$ cat config.mk
export PLATFORM = sky130hd
export DESIGN_NAME = quantum_scheduler_flat
export DESIGN_NICKNAME = d
export VERILOG_FILES = /design/src/rtl/quantum_scheduler_pkg.sv /design/src/rtl/quantum_scheduler_if.sv /design/src/rtl/quantum_scheduler_rr_picker.sv /design/src/rtl/quantum_scheduler.sv /design/src/flat_wrapper.sv
export SDC_FILE = /design/constraint.sdc
export NUM_CORES = 1
export LEC_CHECK = 0
export BUFFER_PORTS_ARGS = -buffer_cell sky130_fd_sc_hd__buf_2
export CORE_ASPECT_RATIO = 0.6
export CORE_MARGIN = 2
export CORE_UTILIZATION = 55
export CTS_CLUSTER_SIZE = 16
export DETAILED_ROUTE_END_ITERATION = 10
export HOLD_SLACK_MARGIN = 0.08
export PLACE_DENSITY_LB_ADDON = 0.3
export SLEW_MARGIN = 20
export SYNTH_ARGS = -nofsm -noshare
export SYNTH_HDL_FRONTEND = slang
export SYNTH_SLANG_ARGS = --single-unit
$ cat constraint.sdc
create_clock -name clock -period 4.1 [get_ports clock]
set_input_delay 0.615 -clock clock [delete_from_list [all_inputs] [get_ports clock]]
set_output_delay 0.615 -clock clock [all_outputs]
set_load 0.02 [all_outputs]
$ cat src/rtl/quantum_scheduler_pkg.sv
// sched_pkg: types and default constants for the quantum scheduler.
//   sched_state_t : scheduler FSM state encoding
//   PROG_W        : width of a program slot index for the default slot count
package sched_pkg;

  localparam int NUM_PROGS_DEF       = 4;
  localparam int QW_DEF              = 16;
  localparam int DEFAULT_QUANTUM_DEF = 100;
  localparam int PROG_W              = $clog2(NUM_PROGS_DEF);

  typedef enum logic [2:0] {
    IDLE   = 3'd0,
    SELECT = 3'd1,
    SAVE   = 3'd2,
    LOAD   = 3'd3,
    RUN    = 3'd4
  } sched_state_t;

endpackage

$ cat src/rtl/quantum_scheduler_if.sv
// quantum_scheduler_if: event/handshake bundle between the control unit,
// the PC / data-RAM context logic and the quantum scheduler.
//   slave  : scheduler side (events and acks in, requests and status out)
//   master : control / datapath side
interface quantum_scheduler_if
  import sched_pkg::*;
#(
  parameter int NUM_PROGS = NUM_PROGS_DEF,
  parameter int QW        = QW_DEF
);
  localparam int PW = $clog2(NUM_PROGS);

  logic                 instr_tick;
  logic                 def_quantum;
  logic [QW-1:0]        quantum_value;
  logic                 end_program;
  logic                 start_prog;
  logic [PW-1:0]        start_id;
  logic                 save_ack;
  logic                 load_ack;

  logic                 save_req;
  logic                 load_req;
  logic                 change_program;
  logic [PW-1:0]        cur_prog;
  logic                 running;
  logic                 idle;
  logic [NUM_PROGS-1:0] ready_mask;

  modport slave (
    input  instr_tick, def_quantum, quantum_value, end_program,
           start_prog, start_id, save_ack, load_ack,
    output save_req, load_req, change_program, cur_prog, running,
           idle, ready_mask
  );

  modport master (
    output instr_tick, def_quantum, quantum_value, end_program,
           start_prog, start_id, save_ack, load_ack,
    input  save_req, load_req, change_program, cur_prog, running,
           idle, ready_mask
  );

endinterface

$ cat src/rtl/quantum_scheduler_rr_picker.sv
// rr_picker: combinational round-robin search.
//   mask_i  : request bit per slot
//   start_i : first slot examined; search wraps and ends at start_i-1
//   hit_o   : some bit of mask_i is set
//   idx_o   : first set slot at or after start_i (start_i when no hit)
// N must be a power of two so the index wraps naturally.
module rr_picker
  import sched_pkg::*;
#(
  parameter int N = NUM_PROGS_DEF,
  localparam int W = $clog2(N)
) (
  input  logic [N-1:0] mask_i,
  input  logic [W-1:0] start_i,
  output logic         hit_o,
  output logic [W-1:0] idx_o
);

  logic [W-1:0] pos;

  // Walk from the farthest offset down to zero so the nearest hit wins.
  always_comb begin
    hit_o = 1'b0;
    idx_o = start_i;
    pos   = start_i;
    for (int k = N - 1; k >= 0; k--) begin
      pos = start_i + W'(k);
      if (mask_i[pos]) begin
        hit_o = 1'b1;
        idx_o = pos;
      end
    end
  end

endmodule

$ cat src/rtl/quantum_scheduler.sv
// quantum_scheduler: round-robin time-slice scheduler.
// Counts retired instructions of the running program, preempts it when its
// quantum expires, sequences context save / load with the PC and data RAM,
// and reports the active slot.
//   clock : system clock
//   reset : asynchronous active-low reset
//   bus   : quantum_scheduler_if.slave (events/acks in, requests/status out)
//
// state  | meaning
// IDLE   | no slot ready, parked
// SELECT | round-robin search starting after cur_prog
// LOAD   | load_req held until load_ack
// RUN    | program running, counting instr_tick
// SAVE   | save_req held until save_ack
module quantum_scheduler
  import sched_pkg::*;
#(
  parameter int NUM_PROGS       = NUM_PROGS_DEF,
  parameter int QW              = QW_DEF,
  parameter int DEFAULT_QUANTUM = DEFAULT_QUANTUM_DEF
) (
  input logic                 clock,
  input logic                 reset,
  quantum_scheduler_if.slave  bus
);

  localparam int PW = $clog2(NUM_PROGS);

  sched_state_t         state_q, state_d;
  logic [PW-1:0]        cur_q, cur_d;
  logic [NUM_PROGS-1:0] ready_q, ready_d;
  logic [QW-1:0]        quantum_q, quantum_d;
  logic [QW-1:0]        count_q, count_d;
  logic                 save_req_q, save_req_d;
  logic                 load_req_q, load_req_d;
  logic                 chg_q, chg_d;
  logic                 running_q, idle_q;

  logic [QW-1:0]        new_quantum;
  logic [NUM_PROGS-1:0] cur_onehot;
  logic                 others_ready;
  logic                 pick_hit;
  logic [PW-1:0]        pick_idx;
  logic [PW-1:0]        pick_start;

  // A zero quantum would never expire; clamp it to one tick.
  assign new_quantum  = (bus.quantum_value == '0) ? QW'(1) : bus.quantum_value;
  // Reloads read quantum_d so a def_quantum in the reload cycle takes effect.
  assign quantum_d    = bus.def_quantum ? new_quantum : quantum_q;
  assign cur_onehot   = NUM_PROGS'(1) << cur_q;
  assign others_ready = |(ready_q & ~cur_onehot);
  assign pick_start   = cur_q + PW'(1);

  rr_picker #(.N(NUM_PROGS)) u_picker (
    .mask_i  (ready_q),
    .start_i (pick_start),
    .hit_o   (pick_hit),
    .idx_o   (pick_idx)
  );

  always_comb begin
    state_d    = state_q;
    cur_d      = cur_q;
    ready_d    = ready_q;
    count_d    = count_q;
    save_req_d = save_req_q;
    load_req_d = load_req_q;
    chg_d      = 1'b0;

    case (state_q)
      IDLE: begin
        if (|ready_q) state_d = SELECT;
      end
      SELECT: begin
        if (pick_hit) begin
          cur_d      = pick_idx;
          load_req_d = 1'b1;
          state_d    = LOAD;
        end else begin
          state_d = IDLE;
        end
      end
      LOAD: begin
        if (bus.load_ack) begin
          load_req_d = 1'b0;
          count_d    = quantum_d;
          chg_d      = 1'b1;
          state_d    = RUN;
        end
      end
      RUN: begin
        // end_program outranks a coincident expiry: the slot is gone, nothing to save.
        if (bus.end_program) begin
          ready_d = ready_q & ~cur_onehot;
          state_d = SELECT;
        end else if (bus.instr_tick) begin
          if (count_q == QW'(1)) begin
            if (others_ready) begin
              save_req_d = 1'b1;
              state_d    = SAVE;
            end else begin
              count_d = quantum_d;
            end
          end else begin
            count_d = count_q - QW'(1);
          end
        end
      end
      SAVE: begin
        if (bus.save_ack) begin
          save_req_d = 1'b0;
          state_d    = SELECT;
        end
      end
      default: state_d = IDLE;
    endcase

    // Applied last so a start on the slot being ended keeps it ready.
    if (bus.start_prog) ready_d[bus.start_id] = 1'b1;
  end

  always_ff @(posedge clock or negedge reset) begin
    if (!reset) begin
      state_q    <= IDLE;
      cur_q      <= '0;
      ready_q    <= '0;
      quantum_q  <= QW'(DEFAULT_QUANTUM);
      count_q    <= QW'(DEFAULT_QUANTUM);
      save_req_q <= 1'b0;
      load_req_q <= 1'b0;
      chg_q      <= 1'b0;
      running_q  <= 1'b0;
      idle_q     <= 1'b1;
    end else begin
      state_q    <= state_d;
      cur_q      <= cur_d;
      ready_q    <= ready_d;
      quantum_q  <= quantum_d;
      count_q    <= count_d;
      save_req_q <= save_req_d;
      load_req_q <= load_req_d;
      chg_q      <= chg_d;
      running_q  <= (state_d == RUN);
      idle_q     <= (state_d == IDLE);
    end
  end

  assign bus.save_req       = save_req_q;
  assign bus.load_req       = load_req_q;
  assign bus.change_program = chg_q;
  assign bus.cur_prog       = cur_q;
  assign bus.running        = running_q;
  assign bus.idle           = idle_q;
  assign bus.ready_mask     = ready_q;

endmodule

$ cat src/flat_wrapper.sv
// flat-port wrapper written by rule: the top's interface ports become plain ports
module quantum_scheduler_flat import sched_pkg::*;
#(
  parameter int NUM_PROGS       = NUM_PROGS_DEF,
  parameter int QW              = QW_DEF,
  parameter int DEFAULT_QUANTUM = DEFAULT_QUANTUM_DEF
)
  (clock, reset, bus_instr_tick, bus_def_quantum, bus_quantum_value, bus_end_program, bus_start_prog, bus_start_id, bus_save_ack, bus_load_ack, bus_save_req, bus_load_req, bus_change_program, bus_cur_prog, bus_running, bus_idle, bus_ready_mask);
  quantum_scheduler_if #(.NUM_PROGS(NUM_PROGS), .QW(QW)) bus_i ();
  input logic clock;
  input logic reset;
  input wire logic [$bits(bus_i.instr_tick)-1:0] bus_instr_tick;
  input wire logic [$bits(bus_i.def_quantum)-1:0] bus_def_quantum;
  input wire logic [$bits(bus_i.quantum_value)-1:0] bus_quantum_value;
  input wire logic [$bits(bus_i.end_program)-1:0] bus_end_program;
  input wire logic [$bits(bus_i.start_prog)-1:0] bus_start_prog;
  input wire logic [$bits(bus_i.start_id)-1:0] bus_start_id;
  input wire logic [$bits(bus_i.save_ack)-1:0] bus_save_ack;
  input wire logic [$bits(bus_i.load_ack)-1:0] bus_load_ack;
  output wire logic [$bits(bus_i.save_req)-1:0] bus_save_req;
  output wire logic [$bits(bus_i.load_req)-1:0] bus_load_req;
  output wire logic [$bits(bus_i.change_program)-1:0] bus_change_program;
  output wire logic [$bits(bus_i.cur_prog)-1:0] bus_cur_prog;
  output wire logic [$bits(bus_i.running)-1:0] bus_running;
  output wire logic [$bits(bus_i.idle)-1:0] bus_idle;
  output wire logic [$bits(bus_i.ready_mask)-1:0] bus_ready_mask;
  assign bus_i.instr_tick = bus_instr_tick;
  assign bus_i.def_quantum = bus_def_quantum;
  assign bus_i.quantum_value = bus_quantum_value;
  assign bus_i.end_program = bus_end_program;
  assign bus_i.start_prog = bus_start_prog;
  assign bus_i.start_id = bus_start_id;
  assign bus_i.save_ack = bus_save_ack;
  assign bus_i.load_ack = bus_load_ack;
  assign bus_save_req = bus_i.save_req;
  assign bus_load_req = bus_i.load_req;
  assign bus_change_program = bus_i.change_program;
  assign bus_cur_prog = bus_i.cur_prog;
  assign bus_running = bus_i.running;
  assign bus_idle = bus_i.idle;
  assign bus_ready_mask = bus_i.ready_mask;
  quantum_scheduler #(.NUM_PROGS(NUM_PROGS), .QW(QW), .DEFAULT_QUANTUM(DEFAULT_QUANTUM)) u_core (.clock(clock), .reset(reset), .bus(bus_i));
endmodule
# Word level (Yosys, flattened, before mapping)
# Index checks and enable logic that the tools add are counted.
dict set report totals {
  regBits 46
  latch_bits 0
  ramBits 0
  romBits 0
  input_bits 26
  mem_count 0
}
dict set report op_classes {
  n_addsub 5
  mul 0
  n_div 0
  order_cmp 6
  eq_ne 14
  shift 1
  mux 49
  bitwise_logic 3
  n_reduce_logical 13
}
# cell n
set op_table {}
lappend op_table {{16-bit 2-to-1 mux} 7}
lappend op_table {{16-bit one-hot mux with 2 select lines} 1}
lappend op_table {{3-bit 2-to-1 mux} 7}
lappend op_table {{1-bit 2-to-1 mux} 18}
lappend op_table {{16-bit by 1-bit == test with 1-bit output (second input constant)} 1}
lappend op_table {{16-bit zero test} 1}
lappend op_table {{16-bit by 1-bit subtractor with 16-bit output (second input constant)} 1}
lappend op_table {{2-bit by 3-bit < comparator with 1-bit output (second input constant)} 5}
lappend op_table {{3-bit one-hot mux with 5 select lines} 1}
lappend op_table {{4-bit 2-to-1 mux} 3}
lappend op_table {{2-bit 2-to-1 mux} 5}
lappend op_table {{1-bit binary-select mux with 2-bit select} 4}
lappend op_table {{2-bit inequality test (second input constant)} 4}
lappend op_table {{4-bit OR reduction} 2}
lappend op_table {{3-bit by 2-bit == test with 1-bit output (second input constant)} 2}
lappend op_table {{3-bit == test (second input constant)} 2}
lappend op_table {{3-bit zero test} 2}
lappend op_table {{2-bit by 1-bit inequality test with 1-bit output (second input constant)} 3}
lappend op_table {{6-bit AND reduction} 1}
lappend op_table {{2-bit nonzero test} 3}
lappend op_table {{5-bit AND reduction} 1}
lappend op_table {{2-bit by 1-bit adder with 2-bit output (second input constant)} 2}
lappend op_table {{2-bit adder (second input constant)} 2}
lappend op_table {{4-bit AND} 1}
lappend op_table {{11 further kinds} 12}

# Longest topological paths before layout
# Gate-level depths: netlist of the first run.
dict set report logic_depth {
  ltp_word 11
  ltp_mapped 9
  ltp_nobuf 7
}

# By module
# A second synthesis of the first run with hierarchy kept.
dict set report hier_totals {
  hier_cells 259
  hier_area_um2 2676.3
}
# mod instances cells_per_inst area_each_um2
set by_module_without_submodules {}
lappend by_module_without_submodules {quantum_scheduler 1 243 2576.2}
lappend by_module_without_submodules {rr_picker 1 16 100.1}

# Worst setup path before layout of the first run
# Ideal clock, no wire load.
dict set report synth_path {
  path_type {register -> register}
  from {register u_core.cur_q[0], in the netlist u_core.bus.cur_prog[0]}
  to {register u_core.count_q[7]}
  setup_ns 0.121
  t_arrival_ns 2.058
  path_slack_ns 1.921
  path_stages_with_launch 9
  path_buffers 2
  cell_sequence {dfrtp_1 -> clkbuf_1 -> inv_1 -> ha_1 -> nor2b_1 -> a2111oi_4 -> o31a_4 -> buf_6 -> a22o_1}
}
dict set report synth_between {
  elab_chain_len 6
}
# element line_no
set synth_rtl {}
lappend synth_rtl {{start, declared} quantum_scheduler.sv:30} ;# logic [PW-1:0] cur_q, cur_d;
lappend synth_rtl {{start signal, assigned} quantum_scheduler.sv:136} ;# cur_q <= cur_d;
lappend synth_rtl {{1-bit by 2-bit << shifter with 4-bit output} quantum_scheduler.sv:50} ;# assign cur_onehot = NUM_PROGS'(1) << cur_q;
lappend synth_rtl {{4-bit inverter} quantum_scheduler.sv:51} ;# assign others_ready = |(ready_q & ~cur_onehot);
lappend synth_rtl {{4-bit AND} quantum_scheduler.sv:51}
lappend synth_rtl {{4-bit OR reduction} quantum_scheduler.sv:51}
lappend synth_rtl {{3-bit inequality test (no source line)} n/a}
lappend synth_rtl {{5-bit AND reduction (no source line)} n/a}
lappend synth_rtl {{end signal, assigned} quantum_scheduler.sv:128} ;# count_q <= QW'(DEFAULT_QUANTUM);
lappend synth_rtl {{end signal, assigned} quantum_scheduler.sv:139} ;# count_q <= count_d;
lappend synth_rtl {{end, declared} quantum_scheduler.sv:33} ;# logic [QW-1:0] count_q, count_d;
# Every way passes these cells.
# A chain may end at the register's enable or synchronous reset.

# Final worst setup path of the first run
dict set report layout_path {
  from {register u_core.cur_q[0], in the netlist u_core.bus.cur_prog[0]}
  to {register u_core.count_q[1]}
}
# Same word-level chain as after synthesis.

==> summary by stage, run 1 <==
Global routing
The via count of the first global-routing pass is 1954. The initial antenna violation count is 0. The overall global routing resource usage is 25.00%. Entering global routing, the biggest net connects 47 pins.

The total congestion overflow is 0. The first global-routing pass estimated 10.18 mm of wire.

Clocking
The quantity of hold-fixing buffers added after cts is 0. The count of H-tree levels built during CTS is 2. Clock-pin slew was measured on the worst setup and hold paths at 0.09 ns.

The CTS tree is done. The number of clock sinks is 46. The cell sitting at the root of the clock tree is a sky130_fd_sc_hd__clkbuf_8.

Once the clock tree was built, the setup fixing pass inserted 0 buffers. Counting the buffers created by CTS gives 5. The clock insertion delay at the later pin of the skew report is 0.30 ns. The clock passes through at most 2 buffers. The number of gates resized after CTS was 0.

Synth
The synthesis warning total is 0. The count of flip-flops with a built-in enable after synthesis is 0. By instance count, the leading cell after synthesis is sky130_fd_sc_hd__dfrtp_1. The commonest cells after synthesis are 39 x sky130_fd_sc_hd__dfrtp_1, 20 x sky130_fd_sc_hd__nand2_1, 16 x sky130_fd_sc_hd__nor2_1, 16 x sky130_fd_sc_hd__o21ai_0. The synthesized netlist contains 56 unique library cells. Synthesis produced a netlist with a net count of 289. For this run, asynchronously set or reset flops after synthesis account for 100.0%. Sequential cells were found to cover 43.79% of the synthesized design area. A synthesized cell averages 10.31 µm². The largest total area in the synthesized netlist belongs to sky130_fd_sc_hd__dfrtp_1. The fraction of post-synthesis cell area in the top cell type by area is 36.84%. The top flip-flop cell by instance count after synthesis is sky130_fd_sc_hd__dfrtp_1.

The post-synthesis instance area is 0.002649 mm². By area the synthesized netlist is led by sky130_fd_sc_hd__dfrtp_1 37%, sky130_fd_sc_hd__dfstp_2 6.9%, sky130_fd_sc_hd__mux2_2 6.4%. Synthesis produced a netlist whose cell count is 257. The post-synthesis register bit count is 46.

Detailed routing
For this run, design rule violations remaining after detail routing come to 0. The detailed-route wire length per cell is 18.03 µm. The first-pass detailed-route iteration total is 4. The overall via count from detail_route is 2155. The total wirelength of the detailed-routed design is 6.363 mm. The number of nets still failing antenna checks after routing is 0. The ratio of routed vias to standard cells is 6.105. The detailed router finished its first iteration with 137 violations.

STA
The worst hold slack is 0.2978 ns. Setup repair after global routing left no endpoint under its margin. The final worst clock skew is 0.004904 ns. The count of endpoints failing setup in the final report is 0. At the pin with the least slew margin, the transition time is 1.060 ns. The sum of negative setup slack is 0 ns. The number of pins with negative max-slew slack in the final report was 0. The final hold violation count is 0. The time the worst path needs with I/O delays and setup is 2.536 ns.

The highest clock rate is 394.4 MHz. After layout, the worst path uses 61.84% of the clock period. In this run the tightest slew margin relative to its limit is 28.91%.

Layout
The repair_antennas step left the layout with diodes totalling 0. After filler insertion, the fill cell instance count of the layout stands at 393. The flip-flop and latch area is 0.001160 mm². For this run, the post-layout net count is 321. After routing the design area is 0.002954 mm². The post-route netlist has 27.24% of its cells at a drive strength greater than 1. The multi-input combinational cell area is 0.001359 mm². The area growth from synthesis to layout is 11.53%.

Worst setup path
The element type at the critical path end is a flop. The worst endpoint required time is 4.24 ns. The worst path arrival time is 2.68 ns. The number of cell instances on the worst register-to-register path is 6.

The critical path class is reg -> reg. STA classifies the critical path startpoint as a flop. The largest fanout on the critical path is 13.

Outcome
The run finished with clean final reports.

Floorplan
Once the floorplan was initialized, standard cells occupied 57.43% of the core. In this run the horizontal extent of the chip is 93.59 µm. The area of the die is 0.005405 mm². The core box area is 0.004612 mm².

The number of primary I/O pins is 37. Row generation in the floorplan step produced 19 rows. The die is 57.76 µm tall.

Worst hold path
The min-delay analysis places its worst path in the category in -> async.

Power
VDD sags by at most 349.3 µV. The leakage power total is 1.239 nW. Power spread over the standard cell area amounts to 615.9 mW/mm².

The design draws 1.819 mW.

Place
The detailed placer's ending HPWL is 4.718 mm. During placement, the flow inserted port buffers numbering 36. The post-place instance area is 0.002841 mm². The last weighted congestion value of the routability-driven placer is 0.8819.

Job
The tool flagged a number of max-cap violations equal to 0.
[path summary, 6_finish.rpt]
kind	to	slack, ns	from
min in group clock	u_core.bus.load_req	0.49	u_core.bus.load_req
worst min-delay path	u_core.count_q[4]	0.30	reset
worst max register to register	u_core.count_q[1]	1.56	u_core.bus.cur_prog[0]
worst min register to register	u_core.bus.load_req	0.49	u_core.bus.load_req
worst max-delay path	u_core.count_q[1]	1.56	u_core.bus.cur_prog[0]
max in group asynchronous	u_core.quantum_q[2]	3.41	reset
[metal layers]
layer,GRT usage (%),share of wire [%]
met5,0,0
met4,6.832,1.1
met3,6.502,8.3
met2,31.35,38
met1,41.62,53
[report_power, final]
group / total, mW / switching (mW) / internal, mW
clock network: 0.341 / 0.159 / 0.182
registers: 0.792 / 0.189 / 0.603
logic: 0.686 / 0.391 / 0.295
total: 1.82 / 0.739 / 1.08
[layout by cell type, fill, tap and decap left out, types with 3 or more instances in the layout]
cell type                   count
sky130_fd_sc_hd__ha_1           6
sky130_fd_sc_hd__a21oi_1       13
sky130_fd_sc_hd__o21ai_1        3
sky130_fd_sc_hd__and2_1         3
sky130_fd_sc_hd__nand2b_1       5
sky130_fd_sc_hd__o2bb2ai_1      4
sky130_fd_sc_hd__nand2_1       20
sky130_fd_sc_hd__o22ai_1        3
sky130_fd_sc_hd__nor2b_1        5
sky130_fd_sc_hd__a22oi_1        3
sky130_fd_sc_hd__nor4_1         5
sky130_fd_sc_hd__o21ai_0       16
sky130_fd_sc_hd__mux2i_1        9
sky130_fd_sc_hd__clkbuf_8       5
sky130_fd_sc_hd__mux2_2        15
sky130_fd_sc_hd__nand3_1        3
sky130_fd_sc_hd__a32o_1         4
sky130_fd_sc_hd__dfrtp_1       39
sky130_fd_sc_hd__nand4_1        6
sky130_fd_sc_hd__nor2_1        16
sky130_fd_sc_hd__inv_1         15
sky130_fd_sc_hd__buf_2         35
sky130_fd_sc_hd__dfstp_2        7
sky130_fd_sc_hd__nor3_1         8
[kinds of logic after synthesis]
| family | count (synthesis) | share of synthesized area, % |
|---|---|---|
| simple gates | 84 | 19.08 |
| compound gates | 70 | 19.60 |
| flops | 46 | 43.79 |
| buf+inv | 27 | 4.912 |
| mux | 24 | 9.778 |
| fa+ha+maj | 6 | 2.834 |
[per-stage QoR]
stage,std cells,utilization [%],setup slack [ns]
2_1_floorplan,257,-,1.921
3_3_place_gp,345,61.61,1.705
3_5_place_dp,345,61.61,1.625
4_1_cts,353,64.00,1.621
5_1_grt,353,64.05,1.405
6_report,353,64.05,1.564
[critical path, cell delays in order, from the launching register on]
cell and delay [ns]:
sky130_fd_sc_hd__dfrtp_1 0.54, sky130_fd_sc_hd__inv_1 0.15, sky130_fd_sc_hd__ha_1 0.25, sky130_fd_sc_hd__nor2b_1 0.19
sky130_fd_sc_hd__a2111oi_4 0.10, sky130_fd_sc_hd__o31ai_2 0.92, sky130_fd_sc_hd__o21ai_0 0.22
[sequential cells by signal, indices dropped and copies added, names as in the netlist]
signal                     count
u_core.bus.idle                1
u_core.count_q                16
u_core.bus.ready_mask          4
u_core.bus.save_req            1
u_core.state_q                 3
u_core.bus.running             1
u_core.bus.load_req            1
u_core.bus.change_program      1
u_core.bus.cur_prog            2
u_core.quantum_q              16
[layout make-up]
| cell class | count | area share (%) |
|---|---|---|
| clock buffer | 6 | 2.457 |
| clock inverter | 2 | 1.271 |
| inverter | 15 | 1.906 |
| multi-input combinational | 184 | 46.00 |
| sequential | 46 | 39.26 |
| tap | 63 | 2.668 |
| timing repair buffer | 37 | 6.438 |
Power figures use the tool's default switching activity.
==> inputs of run 2 (changes only) <==
--- a/config.mk
+++ b/config.mk
@@ -5,6 +5,7 @@
 export SDC_FILE = /design/constraint.sdc
 export NUM_CORES = 1
 export LEC_CHECK = 0
+export ABC_AREA = 1
 export BUFFER_PORTS_ARGS = -buffer_cell sky130_fd_sc_hd__buf_2
 export CORE_ASPECT_RATIO = 0.6
 export CORE_MARGIN = 2
==> constraint.sdc (replaced) <==
create_clock -name clock -period 2.64 [get_ports clock]
set_input_delay 0.396 -clock clock [delete_from_list [all_inputs] [get_ports clock]]
set_output_delay 0.396 -clock clock [all_outputs]
set_load 0.02 [all_outputs]
==> summary by stage, run 2 <==
Detailed routing
The detailed router finished its first iteration with 173 violations. The detail route stage leaves a number of antenna-violating nets equal to 0. The pre-antenna-repair detailed-routing pass consisted of 5 iterations.

The overall via count from detail_route is 2769. After detailed routing, the average wire length per cell comes to 12.64 µm. The ratio of routed vias to standard cells is 5.234. For this block, the routed nets add up to 6.688 mm of wire. After detailed routing, the number of remaining DRC violations is 0.

Clocking
The number of gates resized after CTS is 0. In this run, CTS created clock tree buffers numbering 5. The clock-pin slew on the worst setup and hold paths is 0.09 ns. The CTS tree is done. The quantity of hold-fixing buffers added after cts is 0.

After clock tree synthesis, the setup repair step added 0 buffers. The clock drives 46 sinks. The deepest clock path buffer count is 2. The count of H-tree levels built during CTS is 2.

The tree is rooted in a sky130_fd_sc_hd__clkbuf_8. The clock insertion delay at the later pin of the skew report is 0.31 ns.

Layout
Cells fill 63.44% of the core in the end. The number of antenna diodes in the final layout is 0. The finished layout cell area is 0.003207 mm². Leaving out fill and tap cells, the most frequent cell in the layout is sky130_fd_sc_hd__nand2_1. The number of fill cells in the layout is 474. The number of nets in the layout is 494.

In the final layout, the multi-input gates occupy 0.001463 mm². The flip-flop and latch area is 0.001160 mm². Leaving out fill and tap cells, the most frequent cells in the layout are 172 x sky130_fd_sc_hd__nand2_1, 51 x sky130_fd_sc_hd__nand3_1, 49 x sky130_fd_sc_hd__inv_1, 43 x sky130_fd_sc_hd__nor2_1, 39 x sky130_fd_sc_hd__dfrtp_1. The post-route netlist has 14.47% of its cells at a drive strength greater than 1. The area growth from synthesis to layout is 11.58%.

Worst setup path
The origin of the critical flop-to-flop path is u_core.bus.cur_prog[0]. The worst path arrival time is 2.35 ns. The type of origin of the critical path is a flop. STA puts the critical path data required time at 2.83 ns. The number of cell instances on the worst register-to-register path is 10. The worst flop-to-flop path endpoint is u_core.bus.cur_prog[0]. The worst register-to-register path has a setup slack of 0.47 ns.

The critical path is of the reg -> reg type. The largest fanout on the critical path is 14. The worst setup path is captured at a flop.

Synth
Yosys mapped a number of flops with a built-in enable equal to 0. The share of the Yosys chip area taken by registers is 40.36%. The post-synthesis register bit count is 46. The post-synthesis instance area is 0.002874 mm². Yosys attributes the largest share of cell area to sky130_fd_sc_hd__dfrtp_1 34%, sky130_fd_sc_hd__nand2_1 22%, sky130_fd_sc_hd__nand3_1 8.9%. sky130_fd_sc_hd__nand2_1 is the most common cell in the netlist.

The synthesized design devotes to its leading area cell type 33.96% of total area. The fraction of registers with async set or reset after synthesis is 100.0%. The synthesis warning total is 0. The commonest cells after synthesis are 172 x sky130_fd_sc_hd__nand2_1, 51 x sky130_fd_sc_hd__nand3_1, 49 x sky130_fd_sc_hd__inv_1, 43 x sky130_fd_sc_hd__nor2_1, 39 x sky130_fd_sc_hd__dfrtp_1.

Summed over all instances, the cell type with the most area after synthesis is sky130_fd_sc_hd__dfrtp_1. The number of nets in the synthesized netlist is 459. The average cell area after synthesis is 6.731 µm². The instance count of the mapped netlist is 427. In the synthesized netlist the dominant register cell turns out to be sky130_fd_sc_hd__dfrtp_1. In this run, distinct cell masters in the synthesized netlist total 32.

STA
The worst path needs 2.165 ns of the cycle, external delays included. The final worst clock skew is 0.01372 ns. Setup total negative slack on the finished layout was measured at 0 ns. Setup repair after global routing left no endpoint under its margin.

Setup violations remaining at the end of the flow were counted as 0. For the pin with the worst max-slew slack, the measured transition is 0.6887 ns. The number of pins with negative max-slew slack in the final report came to 0.

Headroom to the max-slew limit came out at 53.97%. The post-route fraction of the period consumed by the critical path is 82.02%. The highest clock rate is 461.8 MHz. The final hold violation count was 0.

Worst hold path
The classification of the worst-slack hold path is in -> async.

Floorplan
From left edge to right edge, the die measures 97.32 µm. The starting density of the core is 56.86%. The initialized floorplan defines 20 standard-cell rows. The die covers 0.005839 mm². The number of primary I/O pins is 37. The core box area is 0.005055 mm².

In this run the vertical extent of the chip is 60.00 µm.

Power
The clock power share is 16.4%. VDD sags by at most 630.9 µV. The proportion of total power due to net switching is 46.70%. The cell internal power dissipation is 1.771 mW. In this run the static leakage power is 1.783 nW. Sequential cells account for 34.1% of the total power. The switching power of the nets is 1.551 mW. The portion of total power attributed to combinational logic is 49.5%.

The total power is 3.322 mW. Dividing total power by cell area gives a power density of 1036 mW/mm².

Place
The last weighted congestion value of the routability-driven placer is 0.8903. Summing all placed instances gives a cell area of 0.003090 mm². The detailed placer's ending HPWL is 5.062 mm.

The port buffer count is 36.

Global routing
The initial antenna violation count is 0. After global routing the overflow that remains totals 0. The pin count of the biggest net entering global routing is 47. The first-pass GRT wire length is 11.29 mm. Global routing consumed, over all layers together, 24.43% of the routing resources. The via count of the first global-routing pass is 2458.

Outcome
The flow ran to the end, and the final reports show no timing, DRC or antenna violations.

Job
Max-cap violations in this run came to 0.
==> run 2: cell types whose count changed after synthesis, moves of 5 or more <==
cell / before / now
sky130_fd_sc_hd__nor4_1: 5 / 0
sky130_fd_sc_hd__nor2_1: 16 / 43
sky130_fd_sc_hd__o21ai_0: 16 / 11
sky130_fd_sc_hd__mux2_2: 15 / 0
sky130_fd_sc_hd__inv_1: 15 / 49
sky130_fd_sc_hd__nand3_1: 3 / 51
sky130_fd_sc_hd__nand2_2: 0 / 5
sky130_fd_sc_hd__nand2_1: 20 / 172
sky130_fd_sc_hd__mux2i_1: 9 / 0
sky130_fd_sc_hd__a21oi_1: 13 / 2
sky130_fd_sc_hd__nor2b_1: 5 / 0
sky130_fd_sc_hd__nand2b_1: 5 / 0
==> run 2: critical path, stage by stage, from the launching register on <==
cell and delay (ns):
sky130_fd_sc_hd__dfrtp_1 0.59, sky130_fd_sc_hd__inv_1 0.16, sky130_fd_sc_hd__ha_1 0.44, sky130_fd_sc_hd__xor2_1 0.30
sky130_fd_sc_hd__inv_1 0.10, sky130_fd_sc_hd__nand2_1 0.08, sky130_fd_sc_hd__nand2_1 0.06, sky130_fd_sc_hd__nand3_1 0.12
sky130_fd_sc_hd__nand3_1 0.09, sky130_fd_sc_hd__nand2_1 0.07, sky130_fd_sc_hd__nand2_1 0.05
==> run 2: layer usage <==
| metal | wire length, µm | GRT usage (%) | part of all wire, % | up-vias |
|---|---|---|---|---|
| met5 | 0 | 0 | 0 | - |
| met4 | 42 | 5.357 | 0.63 | 0 |
| met3 | 399 | 6.199 | 6.0 | 9 |
| met2 | 2688 | 34.92 | 40 | 80 |
| met1 | 3558 | 37.45 | 53 | 1282 |
| li1 | - | - | - | 1398 |
==> run 2: layout make-up <==
type | count | area share, %
clock buffers | 7 | 2.692
inverters | 52 | 6.165
clock inverters | 1 | 0.9364
well taps | 66 | 2.575
flip-flops and latches | 46 | 36.17
repair buffers | 37 | 5.853
multi-input cells | 320 | 45.61
==> run 2: worst max-delay path by stage <==
stage / slack (ns) / start / cells past startpoint / to
after global placement: 0.65 / u_core.bus.cur_prog[0] / 10 / u_core.bus.cur_prog[0]
after CTS: 0.52 / u_core.bus.cur_prog[0] / 10 / u_core.bus.cur_prog[0]
final: 0.47 / u_core.bus.cur_prog[0] / 10 / u_core.bus.cur_prog[0]
after detailed placement: 0.54 / u_core.bus.cur_prog[0] / 10 / u_core.bus.cur_prog[0]
after global routing: 0.28 / u_core.bus.cur_prog[0] / 10 / u_core.bus.cur_prog[0]
after floorplan: 0.61 / u_core.bus.cur_prog[0] / 11 / u_core.bus.cur_prog[0]
==> run 2: power by group through the flow <==
| stage | combinational, mW | sequential, mW | clock (mW) |
|---|---|---|---|
| finish | 1.64 | 1.13 | 0.545 |
| global route | 1.88 | 1.16 | 0.583 |
| floorplan | 1.24 | 1.13 | 0 |
| detailed placement | 1.61 | 1.14 | 0 |
| global placement | 1.56 | 1.13 | 0 |
| CTS | 1.63 | 1.13 | 0.550 |
==> run 2: cell families (layout without fill, tap and decap cells) <==
| family | Yosys count | after routing | share of synthesized area [%] |
|---|---|---|---|
| buffers and inverters | 61 | 97 | 8.751 |
| and+or+nand+nor | 288 | 288 | 42.49 |
| DFF | 46 | 46 | 40.36 |
| AOI/OAI and AO/OA | 22 | 22 | 4.571 |
| xor gates and xnor gates | 4 | 4 | 1.219 |
| adders and majority gates | 6 | 6 | 2.612 |
==> run 2: through the flow <==
stage	std cells	hold WS (ns)	setup slack, ns
2_1_floorplan	427	0.1004	0.6064
3_3_place_gp	521	0.4486	0.6495
3_5_place_dp	521	0.4572	0.5418
4_1_cts	529	0.1855	0.5208
5_1_grt	529	0.2221	0.2788
6_report	529	0.1606	0.4746
==> inputs of run 3 (changes only) <==
==> constraint.sdc (replaced) <==
create_clock -name clock -period 2.2 [get_ports clock]
set_input_delay 0.33 -clock clock [delete_from_list [all_inputs] [get_ports clock]]
set_output_delay 0.33 -clock clock [all_outputs]
set_load 0.02 [all_outputs]
==> summary by stage, run 3 (synthesis gave the netlist of run 2 again) <==
Outcome
The run finished with clean final reports.

STA
The highest clock rate is 523.3 MHz. For the pin with the worst max-slew slack, the measured transition is 0.5798 ns. Setup repair after global routing left no endpoint under its margin.

The number of pins with negative max-slew slack in the final report is 0. The final hold violation count is 0. The count of endpoints failing setup in the final report is 0. Dividing the final minimum period by the clock period gives 86.85%. The clock period could shrink to 1.911 ns. The worst hold slack is 0.09721 ns. The sum of negative setup slack is 0 ns. Measured against its own limit, the worst slew margin works out to 61.34%. The clock arrives with 0.01151 ns of skew.

Worst setup path
Traced cell by cell, the critical path runs through inv_1, ha_1, inv_1, nand2_1, nand2_1, o21ai_1, nor2_4, nor2_8, inv_4, nand2_1, nand2_1. STA classifies the critical path endpoint as a flop. The number of cells on the worst reg-to-reg path is 11. The largest incremental delay on the critical path is 0.42 ns.

The cell depth of the worst setup path is 11. The most common cell type on the critical path is sky130_fd_sc_hd__nand2_1. The critical path class is reg -> reg. The worst endpoint required time is 2.39 ns. The total buffers and inverters traversed by the critical path is 3. The worst path arrival time is 2.10 ns. Among cell families on the critical path, the largest total delay comes from simple AND/OR/NAND/NOR gates. The critical-path cell with the highest stage delay is sky130_fd_sc_hd__dfrtp_1. The worst setup path is launched from a flop. In this run the worst path has a maximum fanout of 18.

Detailed routing
For this run, design rule violations remaining after detail routing come to 0. The number of nets still failing antenna checks after routing is 0. The violation count after the first detailed-route iteration is 254. In the final routed layout, each cell accounts on average for 12.92 µm.

The routed design has 6.888 mm of wire. Across all layers, the routed design uses 2799 vias. In the routed layout, each cell is associated on average with a via count of 5.251. The first-pass detailed-route iteration total is 7.

Place
Routability-driven placement finished with a final weighted congestion of 0.9165. The wire-length estimate of the detail-placed layout is 5.258 mm. Port buffering added 36 buffers.

Global routing
The via count of the first global-routing pass was 2466. Across every metal layer, demand over resource in global routing totals 24.88%. The met3 capacity usage during global routing is 5.731%. The layer flagged by global routing as most heavily used is met1. The initial antenna violation count came to 0. The total overflow left after global routing is 0. The first-pass GRT wire length is 11.55 mm. Global routing used 38.83% of the available met1 tracks. Entering global routing, the biggest net connects 47 pins. The met2 routing resource usage after global routing is 36.01%.

Floorplan
Measured along the x axis, the die boundary spans 97.32 µm. The floorplan has 20 rows. The initial utilization of the core area, before any placement, comes to 56.86%. The core box area is 0.005055 mm². The area of the die is 0.005839 mm². The number of primary I/O pins is 37. The die is 60.00 µm tall.

Clocking
The CTS tree is done. The number of clock sinks is 46. The clock-pin slew on the worst setup and hold paths is 0.09 ns. Counting along the longest clock path gives a buffer depth of 2.

The setup fix buffers added after clock tree synthesis is 0. Clock latency on the worst-skew pair, taken at its later pin, is 0.30 ns. The count of H-tree levels built during CTS is 2. The number of gates resized after CTS is 0. CTS placed an instance of sky130_fd_sc_hd__clkbuf_8 at the clock tree root. The number of clock buffers inserted by TritonCTS is 5. The quantity of hold-fixing buffers added after cts is 0.

Power
VDD sags by at most 628.4 µV. The design draws 4.008 mW. The leakage power total is 1.802 nW.

In this run the power density over the cells is 1236 mW/mm².

Worst hold path
The classification of the worst-slack hold path is in -> async.

Layout
At the end of the flow the core is filled with cells to 64.16%. Leaving out fill and tap cells, the most frequent cell in the layout is sky130_fd_sc_hd__nand2_1. The number of antenna repair diodes is 0. In the layout the commonest cells are 172 x sky130_fd_sc_hd__nand2_1, 51 x sky130_fd_sc_hd__nand3_1, 49 x sky130_fd_sc_hd__inv_1, 43 x sky130_fd_sc_hd__nor2_1, 39 x sky130_fd_sc_hd__dfrtp_1. Of the cells placed in the final design, the portion with a size suffix greater than 1 is 15.20%. At the end of the flow, the number of nets in the layout was 498. The area growth from synthesis to layout is 12.84%.

Job
The max-capacitance violation count is 0.
## run 3: final cells by class
cell class | instances | area [µm²]
clock inverters | 2 | 37.54
clock buffers | 6 | 72.57
fillers | 470 | 1812
inverters | 52 | 197.7
flip-flops and latches | 46 | 1160
well taps | 66 | 82.58
repair buffers | 41 | 230.2
multi-input cells | 320 | 1463
## run 3: layer usage
metal	share of wire (%)	routed length [µm]
met5	0	0
met4	0.71	49
met2	39	2720
met3	7.8	540
met1	52	3578
## run 3: worst paths after layout
kind,startpoint,endpoint,slack (ns)
max in group asynchronous,reset,u_core.bus.ready_mask[2],1.69
min in group clock,bus_quantum_value[6],u_core.quantum_q[6],0.25
setup / recovery,u_core.bus.cur_prog[0],u_core.count_q[15],0.29
hold / removal,reset,u_core.quantum_q[11],0.1
hold reg to reg,u_core.quantum_q[5],u_core.quantum_q[5],0.48
setup reg to reg,u_core.bus.cur_prog[0],u_core.count_q[15],0.29
## run 3: per-stage QoR
step	cells	setup slack [ns]	instance area, µm²
global placement	525	0.4423	3133
floorplan	427	0.1664	2874
CTS	533	0.3112	3243
detailed placement	525	0.3268	3133
finish	533	0.2892	3243
global route	533	0.1117	3243
## run 3: where the power goes
part           switching, mW  leakage (nW)  internal (mW)
Clock                  0.285        0.0514          0.339
Sequential             0.232         0.542           1.11
Combinational           1.37          1.21          0.673
Total                   1.89          1.80           2.12
